### config.mk
export PLATFORM = sky130hd
export DESIGN_NAME = sdm_ndiv_flat
export DESIGN_NICKNAME = d
export VERILOG_FILES = /design/src/rtl/sdm_ndiv_pkg.sv /design/src/rtl/sdm_ndiv_if.sv /design/src/rtl/sdm_acc.sv /design/src/rtl/sdm_ndiv.sv /design/src/flat_wrapper.sv
export SDC_FILE = /design/constraint.sdc
export NUM_CORES = 1
export LEC_CHECK = 0
export ABC_AREA = 1
export CAP_MARGIN = 20
export CORE_ASPECT_RATIO = 1.75
export CORE_MARGIN = 2
export CORE_UTILIZATION = 35
export DETAILED_ROUTE_END_ITERATION = 16
export PLACE_DENSITY = 0.51
export SYNTH_ARGS = -nofsm -noshare
export SYNTH_HDL_FRONTEND = slang
export SYNTH_SLANG_ARGS = --single-unit
### constraint.sdc
create_clock -name clk -period 2.8 [get_ports clk]
set_input_delay 0.28 -clock clk [delete_from_list [all_inputs] [get_ports clk]]
set_output_delay 0.28 -clock clk [all_outputs]
set_load 0.02 [all_outputs]
### src/rtl/sdm_ndiv_pkg.sv
// ---------------------------------------------------------------------------
// sdm_ndiv_pkg
// Shared widths, types and the clamp helper for the fractional-N divider
// control block.
//   FRAC_W  width of the (3,5) fixed-point target
//   INT_W   width of the integer divide value n
//   FBITS   fraction width, also the accumulator width
//   NX_W    signed width used to combine integer part and carries
// ---------------------------------------------------------------------------
package sdm_ndiv_pkg;

  localparam int FRAC_W = 8;
  localparam int INT_W  = 3;
  localparam int FBITS  = 5;
  localparam int NX_W   = 5;

  // Legal range of the divide value; the combined modulator output can reach
  // -1..9 with MASH 1-1 and is clamped into this window.
  localparam logic signed [NX_W-1:0] N_MIN = NX_W'(0);
  localparam logic signed [NX_W-1:0] N_MAX = NX_W'(7);

  typedef logic [FRAC_W-1:0] frac_t;
  typedef logic [INT_W-1:0]  ndiv_t;

  // Fixed-point target split into integer and fractional parts.
  typedef struct packed {
    logic [INT_W-1:0] int_part;
    logic [FBITS-1:0] frac_part;
  } target_t;

  function automatic ndiv_t clamp_n(input logic signed [NX_W-1:0] nx);
    ndiv_t r;
    if (nx < N_MIN)      r = ndiv_t'(N_MIN);
    else if (nx > N_MAX) r = ndiv_t'(N_MAX);
    else                 r = ndiv_t'(nx);
    return r;
  endfunction

endpackage

### src/rtl/sdm_ndiv_if.sv
// ---------------------------------------------------------------------------
// sdm_ndiv_if
// Load port and divider outputs of sdm_ndiv.
//   frac_in    target value, (3,5) fixed point
//   frac_vld   frac_in valid
//   frac_rdy   holding register empty; transfer on frac_vld & frac_rdy
//   n          integer divide value for the current period
//   div_pulse  one-cycle strobe on the last clk of each divide period
// master: the side that supplies targets; slave: the divider.
// ---------------------------------------------------------------------------
interface sdm_ndiv_if;
  import sdm_ndiv_pkg::*;

  frac_t frac_in;
  logic  frac_vld;
  logic  frac_rdy;
  ndiv_t n;
  logic  div_pulse;

  modport master (
    output frac_in, frac_vld,
    input  frac_rdy, n, div_pulse
  );

  modport slave (
    input  frac_in, frac_vld,
    output frac_rdy, n, div_pulse
  );

endinterface

### src/rtl/sdm_acc.sv
// ---------------------------------------------------------------------------
// sdm_acc
// FBITS-bit modulo accumulator with carry out. The accumulator only updates
// when en_i is high; the carry is forced low while disabled so a stalled
// stage never contributes to the divide value.
//   clk, rst_n  clock, asynchronous active-low reset
//   en_i        advance the accumulator this cycle
//   addend_i    value added to the accumulator
//   sum_o       wrapped sum (the value the accumulator takes if enabled)
//   carry_o     overflow of acc + addend, qualified by en_i
// ---------------------------------------------------------------------------
module sdm_acc
  import sdm_ndiv_pkg::*;
(
  input  logic             clk,
  input  logic             rst_n,
  input  logic             en_i,
  input  logic [FBITS-1:0] addend_i,
  output logic [FBITS-1:0] sum_o,
  output logic             carry_o
);

  logic [FBITS-1:0] acc_q;
  logic [FBITS-1:0] acc_d;
  logic [FBITS:0]   sum_w;

  assign sum_w   = {1'b0, acc_q} + {1'b0, addend_i};
  assign sum_o   = sum_w[FBITS-1:0];
  assign carry_o = en_i & sum_w[FBITS];
  assign acc_d   = en_i ? sum_o : acc_q;

  // NOTE: state is updated with non-blocking assignments so every register
  // samples pre-edge values regardless of block ordering.
  always_ff @(posedge clk or negedge rst_n) begin
    if (!rst_n) acc_q <= '0;
    else        acc_q <= acc_d;
  end

endmodule

### src/rtl/sdm_ndiv.sv
// ---------------------------------------------------------------------------
// sdm_ndiv
// Fractional-N divider control. Turns a (3,5) fixed-point target into a
// per-period integer divide value n whose long-run mean equals the target,
// and contains the feedback divide counter that consumes n.
//   ORDER   1 = single accumulator, 2 = MASH 1-1
//   INIT_N  divide value used after reset
// Ports:
//   clk, rst_n  clock, asynchronous active-low reset
//   bus         sdm_ndiv_if.slave: frac_in/frac_vld/frac_rdy load port,
//               n and div_pulse outputs
// A new target goes into a one-deep holding register and becomes active on
// the next period boundary. The modulator runs once per boundary on the
// active target; its result is the n of the following period.
// ---------------------------------------------------------------------------
module sdm_ndiv
  import sdm_ndiv_pkg::*;
#(
  parameter int ORDER  = 1,
  parameter int INIT_N = 3
) (
  input logic       clk,
  input logic       rst_n,
  sdm_ndiv_if.slave bus
);

  localparam ndiv_t   INIT_NDIV   = ndiv_t'(INIT_N);
  localparam target_t INIT_TARGET = target_t'({INIT_NDIV, FBITS'(0)});

  ndiv_t   cnt_q,      cnt_d;
  ndiv_t   n_q,        n_d;
  target_t active_q,   active_d;
  target_t hold_q,     hold_d;
  logic    hold_vld_q, hold_vld_d;
  logic    c2_prev_q,  c2_prev_d;

  logic             tick;
  logic             frac_rdy_w;
  logic             acc_en;
  logic [FBITS-1:0] s1_sum;
  logic             c1;
  logic             c2;
  logic signed [NX_W-1:0] nx;

  // Last cycle of the divide period: counter has run down to zero.
  assign tick       = (cnt_q == '0);
  assign frac_rdy_w = ~hold_vld_q;

  // With a zero fraction the accumulators must hold, otherwise the MASH
  // second stage would keep integrating the frozen first-stage value.
  assign acc_en = tick & (|active_q.frac_part);

  sdm_acc u_acc1 (
    .clk      (clk),
    .rst_n    (rst_n),
    .en_i     (acc_en),
    .addend_i (active_q.frac_part),
    .sum_o    (s1_sum),
    .carry_o  (c1)
  );

  if (ORDER == 2) begin : g_mash
    logic [FBITS-1:0] s2_sum_unused;
    logic             c2_w;

    // Second stage integrates the first stage's residue.
    sdm_acc u_acc2 (
      .clk      (clk),
      .rst_n    (rst_n),
      .en_i     (acc_en),
      .addend_i (s1_sum),
      .sum_o    (s2_sum_unused),
      .carry_o  (c2_w)
    );
    assign c2 = c2_w;
  end else begin : g_first
    logic s1_sum_unused;
    assign s1_sum_unused = ^s1_sum;
    assign c2            = 1'b0;
  end

  // int + c1 + c2 - c2_prev: the differentiated second-stage carry can make
  // the sum go negative, hence the signed combine before clamping.
  assign nx = $signed(NX_W'(active_q.int_part)) + $signed(NX_W'(c1))
            + $signed(NX_W'(c2)) - $signed(NX_W'(c2_prev_q));

  always_comb begin
    // NOTE: every next-state variable gets a default first so no latch is
    // inferred on paths that do not assign it.
    cnt_d      = cnt_q - ndiv_t'(1);
    n_d        = n_q;
    active_d   = active_q;
    hold_d     = hold_q;
    hold_vld_d = hold_vld_q;
    c2_prev_d  = c2_prev_q;

    if (tick) begin
      n_d       = clamp_n(nx);
      cnt_d     = n_d;
      c2_prev_d = c2;
      // The modulator above used the old target; the held one takes over
      // from the next boundary on.
      if (hold_vld_q) begin
        active_d   = hold_q;
        hold_vld_d = 1'b0;
      end
    end

    // Accepted only while empty, so it never collides with the release above.
    if (bus.frac_vld && frac_rdy_w) begin
      hold_d     = target_t'(bus.frac_in);
      hold_vld_d = 1'b1;
    end
  end

  always_ff @(posedge clk or negedge rst_n) begin
    if (!rst_n) begin
      cnt_q      <= INIT_NDIV;
      n_q        <= INIT_NDIV;
      active_q   <= INIT_TARGET;
      hold_q     <= '0;
      hold_vld_q <= 1'b0;
      c2_prev_q  <= 1'b0;
    end else begin
      cnt_q      <= cnt_d;
      n_q        <= n_d;
      active_q   <= active_d;
      hold_q     <= hold_d;
      hold_vld_q <= hold_vld_d;
      c2_prev_q  <= c2_prev_d;
    end
  end

  assign bus.frac_rdy  = frac_rdy_w;
  assign bus.n         = n_q;
  assign bus.div_pulse = tick;

endmodule
### src/flat_wrapper.sv
// flat-port wrapper written by rule: the top's interface ports become plain ports
module sdm_ndiv_flat import sdm_ndiv_pkg::*;
#(
  parameter int ORDER  = 1,
  parameter int INIT_N = 3
)
  (clk, rst_n, bus_frac_in, bus_frac_vld, bus_frac_rdy, bus_n, bus_div_pulse);
  sdm_ndiv_if bus_i ();
  input logic clk;
  input logic rst_n;
  input wire logic [$bits(bus_i.frac_in)-1:0] bus_frac_in;
  input wire logic [$bits(bus_i.frac_vld)-1:0] bus_frac_vld;
  output wire logic [$bits(bus_i.frac_rdy)-1:0] bus_frac_rdy;
  output wire logic [$bits(bus_i.n)-1:0] bus_n;
  output wire logic [$bits(bus_i.div_pulse)-1:0] bus_div_pulse;
  assign bus_i.frac_in = bus_frac_in;
  assign bus_i.frac_vld = bus_frac_vld;
  assign bus_frac_rdy = bus_i.frac_rdy;
  assign bus_n = bus_i.n;
  assign bus_div_pulse = bus_i.div_pulse;
  sdm_ndiv #(.ORDER(ORDER), .INIT_N(INIT_N)) u_core (.clk(clk), .rst_n(rst_n), .bus(bus_i));
endmodule
==> results of run 1 <==
-- worst max-delay path, cell delays in order (launching register included) --
cell     delay [ps]
dfrtp_1         410
ha_1            400
nand2_1          80
nand2_1          60
nand2_1          40
and2_1          130
a21oi_1         130
ha_1            180
ha_1            140
inv_1            40
or2_2           270
nand3_1          70
nand2_1          70
o21ai_0          80
-- layout by cell type, fill, tap and decap left out, types with 2 or more instances in the layout --
master,instances
a21oi_1,12
clkbuf_8,3
clkdlybuf4s50_1,15
dfrtp_1,22
dfstp_2,6
ha_1,9
inv_1,27
nand2_1,41
nand2_4,2
nand3_1,8
nor2_1,12
o21ai_0,7
o21ai_2,8
-- power breakdown --
part	switching, uW	internal [uW]
combinational	585	395
sequential	116	636
clock	119	102
-- layout make-up --
cell class              instances  area (um2)
clock buffers                   4       45.04
fillers                       439        2382
inverters                      27       101.3
multi-input cells             108       616.8
flip-flops and latches         28       708.2
well taps                      49       61.31
repair buffers                 16       157.7
-- per-layer routing --
metal | track usage | wire length (um) | vias to the layer above
met5 | 0 | 0 | -
met4 | 0.07925 | 95 | 0
met3 | 0.01839 | 48 | 9
met2 | 0.2148 | 1318 | 19
met1 | 0.1401 | 1035 | 511
li1 | - | - | 551
-- kinds of logic after synthesis --
kind of cell	after synthesis
buffers and inverters	29
DFF	28
and+or+nand+nor	69
xor gates and xnor gates	1
AOI/OAI and AO/OA	28
adders and majority gates	10
-- sequential cells by signal, indices dropped and copies added, names as in the netlist --
register and flops:
u_core.active_q 8, u_core.bus.n 3, u_core.cnt_q 3, u_core.hold_q 8
u_core.hold_vld_q 1, u_core.u_acc1.acc_q 5
-- how the worst max path moves through the flow --
stage	start	end	slack, ps	cells after the start
2_1_floorplan	u_core.cnt_q[0]	u_core.cnt_q[2]	800	13
3_3_place_gp	u_core.active_q[3]	u_core.cnt_q[1]	690	10
3_5_place_dp	u_core.active_q[3]	u_core.cnt_q[2]	660	13
4_1_cts	u_core.active_q[3]	u_core.cnt_q[2]	630	13
5_1_grt	u_core.cnt_q[0]	u_core.cnt_q[2]	470	13
6_report	u_core.active_q[2]	u_core.cnt_q[2]	630	13
-- per-stage QoR --
step,util,setup WS [ps],instance area [um2]
floorplan,-,804.5,1449
global placement,0.4040,687.4,1645
detailed placement,0.4040,656.7,1645
CTS,0.4151,629.4,1690
global route,0.4151,469.3,1690
finish,0.4151,631.6,1690
==> summary.md, run 1 <==
| Metric | Value |
|---|---|
| Final setup vio count | `0` |
| Starting DRT DRC Count | `28` |
| R2R setup slack | `630 ps` |
| Setup CP Type | `flop to flop` |
| GP Congestion | `0.9299` |
| Largest area contributor in the netlist | `dfrtp_1` |
| Max_slew headroom | `0.7596` |
| Synth-to-layout area growth | `16.67%` |
| Synth area leaders | `dfrtp_1, dfstp_2, nand2_1, ha_1, inv_1` |
| Largest family of logic cells by synthesized area | `simple AND/OR/NAND/NOR gates` |
| Worst Skew | `5.137 ps` |
| # rows | `31` |
| Reg-to-Reg End | `u_core.cnt_q[2]` |
| Final WL | `2497 um` |
| Total power draw | `1952 uW` |
| Synth top cells by count | `nand2_1, inv_1, dfrtp_1` |
| DP Cell Count | `228` |
| Clock sink total | `28` |
| CTS tree | `yes` |
| Vias | `1090` |
| R2r worst-path depth | `13` |
| Number of synthesized register bits | `28` |
| Initial Util | `0.3558` |
| Mapped Cells | `165` |
| Synth Area in Adders | `0.09154` |
| Top FF cell, synth | `dfrtp_1` |
| # hold bufs at CTS | `0` |
| I/O pin cnt | `16` |
| Final #Nets | `205` |
| Layout cells sized above 1 | `0.1257` |
| First-pass GRT wire length | `4353 um` |
| Leak | `0.0008667 uW` |
| Highest clock rate | `461.2 MHz` |
| Fin. Hold Viols | `0` |
| Die ar. | `0.004691 mm2` |
| Synth Area in Simple Gates | `0.2107` |
| Pwr Density | `1155 mW/mm2` |
| Number of buffers created by CTS | `3` |
| Post-route ant nets | `0` |
| Syn Nets | `186` |
| CP max FO | `7` |
| Post-synthesis mux area share | `0` |
| DP Wirelength | `1924 um` |
| Final period utilization | `0.7744` |
| TritonRoute pass-1 iters | `4` |
| Die height | `89.12 um` |
| Asr flop ratio synth | `1.000` |
| N_diodes | `0` |
| EDFF count, synth | `0` |
| CTS max path bufs | `2` |
| Avg Inst Size Synth | `8.781 um2` |
| Post-CTS setup buffer count | `0` |
| Nature of the critical path endpoint | `flop` |
| Largest net degree at the start of global routing | `29` |
| CP startpoint kind | `flop` |
| Max-cap check violation count | `0` |
| Post-synth top area share | `0.3800` |
| Drt via density | `4.698` |
| Post-route insts no fill | `232` |
| Yosys warning count | `0` |
| Count leader, synth | `nand2_1` |
| Maximum VDD drop | `0.5193 mV` |
| Syn Std Cell Area | `0.001449 mm2` |
| Slew @ Worst Pin | `360.6 ps` |
| Max H-tree Level | `1` |
| XOR/XNOR share of the synthesized area | `0.006045` |
| Initial antenna violation count | `0` |
| Hold Slack | `380.5 ps` |
| Critical R2R Launch | `u_core.active_q[2]` |
| RSZ-0062 raised after global routing | `no` |
| Core region area | `0.004073 mm2` |
| Seq/Total Area, Yosys | `0.4888` |
| Status | `finished, final reports clean` |
| Slew Viols, Final | `0` |
| Synth Area in Compound Gates | `0.1174` |
| Die Wd | `52.64 um` |
| Vias in the first global route | `1048` |
| DRC Markers | `0` |
| Worst EP required | `2990 ps` |
| Routed length per instance | `10.76 um` |
| Post-CTS Resized | `0` |
| Synth cell types | `21` |
| Hold Crit Class | `primary input to async pin` |
| GR Overflow Total | `0` |
| Gr usage total | `0.1247` |
| Setup_tns | `0 ps` |
| Worst-path clk slew | `90 ps` |
| Arrival @ worst endpoint | `2360 ps` |
| Fin crit period | `2168 ps` |
| Root Driver | `clkbuf_8` |
| # port buffers | `15` |
| Worst-Skew Late Latency | `270 ps` |
No activity file was read; power rests on OpenSTA's default activity.
==> run 2, diff against run 1 <==
clock period = 2.1 ns   (was 2.8 ns; I/O delays follow)
==> summary.md, run 2 (synthesis gave the netlist of run 1 again) <==
| Metric | Value |
|---|---|
| TritonRoute pass-1 iters | `4 (unchanged)` |
| Initial Util | `0.3558 (unchanged)` |
| Place WS | `28.88 ps (-627.8 ps)` |
| Drt via density | `4.638 (-1.3%)` |
| Top Family by Delay on Critical Path | `adder cells` |
| # port buffers | `15 (unchanged)` |
| First-pass GRT wire length | `4609 um (+5.9%)` |
| Core region area | `0.004073 mm2 (unchanged)` |
| Die ar. | `0.004691 mm2 (unchanged)` |
| Max-cap check violation count | `0 (unchanged)` |
| DP Wirelength | `2103 um (+9.3%)` |
| Pwr Density | `1624 mW/mm2 (+41%)` |
| CP max FO | `3 (-4)` |
| I/O pin cnt | `16 (unchanged)` |
| Net Sw Power | `1218 uW (+49%)` |
| WP buf/inv | `1 (unchanged)` |
| Critical R2R Launch | `u_core.active_q[2]` |
| Sequential Power Share | `0.346 (-0.039)` |
| Vias in the first global route | `1089 (+3.9%)` |
| Clock sink total | `28 (unchanged)` |
| CTS tree | `yes` |
| Worst EP required | `2310 ps (-680 ps)` |
| Slew Viols, Final | `0 (unchanged)` |
| Layout cells sized above 1 | `0.2251 (+0.09945)` |
| Max_slew headroom | `0.7686 (+0.008957)` |
| CTS max path bufs | `2 (unchanged)` |
| N_diodes | `0 (unchanged)` |
| Die height | `89.12 um (unchanged)` |
| Post-route insts no fill | `240 (+3.4%)` |
| Final core utilization | `0.4504 (+0.03533)` |
| Worst-Skew Late Latency | `270 ps (about the same)` |
| Final setup vio count | `0 (unchanged)` |
| Gr usage total | `0.1318 (+0.007106)` |
| Fin crit period | `1994 ps (-174.4 ps)` |
| Number of buffers created by CTS | `3 (unchanged)` |
| R2r worst-path depth | `13 (unchanged)` |
| DRC Markers | `0 (unchanged)` |
| Routed length per instance | `11.52 um (+7.0%)` |
| Reg-to-Reg End | `u_core.cnt_q[2]` |
| Switch share | `0.4089 (-0.01097)` |
| # rows | `31 (unchanged)` |
| WP depth | `13 (unchanged)` |
| Combinational share of power | `0.546 (+0.044)` |
| DP Cell Count | `232 (+1.8%)` |
| Setup ws final | `106.0 ps (-525.6 ps)` |
| Part of the power in the clock network | `0.108 (-0.005)` |
| Root Driver | `clkbuf_8` |
| Crit-path slowest cell | `dfrtp_1` |
| Die Wd | `52.64 um (unchanged)` |
| Worst setup endpoint | `u_core.cnt_q[2]` |
| Worst path max stage delay | `440 ps (+30 ps)` |
| Critical Path Source | `u_core.active_q[2]` |
| Hold Crit Class | `primary input to async pin` |
| Initial antenna violation count | `0 (unchanged)` |
| Nature of the critical path endpoint | `flop` |
| Fin. Hold Viols | `0 (unchanged)` |
| GR Overflow Total | `0 (unchanged)` |
| Post-route ant nets | `0 (unchanged)` |
| Worst Skew | `8.108 ps (+2.970 ps)` |
| Synth-to-layout area growth | `26.60%` |
| GP Congestion | `0.8165 (-12%)` |
| Highest clock rate | `501.5 MHz (+8.7%)` |
| Final WL | `2764 um (+11%)` |
| Leak | `0.0009299 uW (+7.3%)` |
| Final #Nets | `213 (+3.9%)` |
| Maximum VDD drop | `0.7222 mV (+39%)` |
| # hold bufs at CTS | `0 (unchanged)` |
| Biggest registers after layout | `u_core.active_q (8), u_core.hold_q (8), u_core.u_acc1.acc_q (5)` |
| Vias | `1113 (+2.1%)` |
| Slew @ Worst Pin | `347.1 ps (-13.43 ps)` |
| R2R setup slack | `110 ps (-530 ps)` |
| CP startpoint kind | `flop` |
| Largest net degree at the start of global routing | `29 (unchanged)` |
| Most frequent cells in the layout | `nand2_1, inv_1, dfrtp_1` |
| Most common cell after layout, fill and taps aside | `nand2_1` |
| Status | `finished, final reports clean` |
| # fillers | `429 (-2.3%)` |
| RSZ-0062 raised after global routing | `yes` |
| Worst-path clk slew | `90 ps (about the same)` |
| Starting DRT DRC Count | `18 (-36%)` |
| Max H-tree Level | `1 (unchanged)` |
| Setup CP Type | `flop to flop` |
| Final period utilization | `0.9495 (+0.1751)` |
| CP most frequent cell | `nand2_1` |
| Worst path cell trace | `ha_4 > nand2_1 > nand2_1 > nand2_1 > and2_4 > a21oi_2 > ha_2 > ha_4 > inv_1 > or2_4 > nand3_2 > nand2_2 > o21ai_1` |
| Arrival @ worst endpoint | `2200 ps (-160 ps)` |
| Cell Int Power | `1761 uW (+55%)` |
[run 2: cell types whose count changed in the layout (fill, tap and decap cells not counted), sizes merged]
cell	delta
clkdlybuf4s50	-1
dlymetal6s2s	+1
buf	+8
[run 2: power groups by stage]
stage	sequential [uW]	combinational, uW	clock (uW)
6_report	1030	1630	322
5_1_grt	1070	1880	356
3_3_place_gp	999	1390	0
3_5_place_dp	1020	1430	0
2_1_floorplan	1010	996	0
4_1_cts	1000	1440	336
[run 2: area by class of cell]
| cell class | count | area [um2] | area share |
|---|---|---|---|
| Inverter | 27 | 101.3 | 0.05525 |
| Multi-Input combinational cell | 108 | 688.2 | 0.3752 |
| Sequential cell | 28 | 708.2 | 0.3861 |
| Clock buffer | 4 | 55.05 | 0.03001 |
| Tap cell | 49 | 61.31 | 0.03342 |
| Timing Repair Buffer | 24 | 220.2 | 0.1201 |
[run 2: worst min-delay path by stage]
| stage | start | to | depth (start not counted) |
|---|---|---|---|
| after CTS | rst_n | u_core.hold_vld_q | 2 |
| after detailed placement | u_core.bus.n[0] | u_core.bus.n[0] | 2 |
| after global placement | u_core.bus.n[0] | u_core.bus.n[0] | 2 |
| final | rst_n | u_core.active_q[7] | 2 |
| after global routing | rst_n | u_core.hold_q[7] | 2 |
| after floorplan | rst_n | u_core.active_q[0] | 0 |
[run 2: stage by stage]
step | hold WS (ps) | TNS (ps) | cell area (um2) | power (uW)
3_3_place_gp | 459.9 | 0 | 1675 | 2391
5_1_grt | 334.5 | -66.79 | 1834 | 3303
3_5_place_dp | 465.3 | 0 | 1675 | 2443
2_1_floorplan | -85.59 | 0 | 1449 | 2007
4_1_cts | 311.4 | 0 | 1730 | 2775
6_report | 295.1 | 0 | 1834 | 2979
[run 2: layer usage]
layer | wire [um] | global-route usage | up-vias | share of wire
li1 | - | - | 567 | -
met1 | 1103 | 0.1507 | 517 | 0.40
met2 | 1485 | 0.2284 | 19 | 0.54
met3 | 48 | 0.01505 | 10 | 0.017
met4 | 125 | 0.08159 | 0 | 0.045
met5 | 0 | 0 | - | 0
[run 2: timing repair]
action,CTS,global route
endpoints found under the setup margin,0,5
gates resized for setup,0,16
buffers inserted,0,4
==> run 3, diff against run 2 <==
CTS_CLUSTER_DIAMETER = 30   (was not set)
CTS_CLUSTER_SIZE = 28   (was not set)
==> results of run 3 <==
The final DEF is identical to that of run 2; final timing and power are the same.
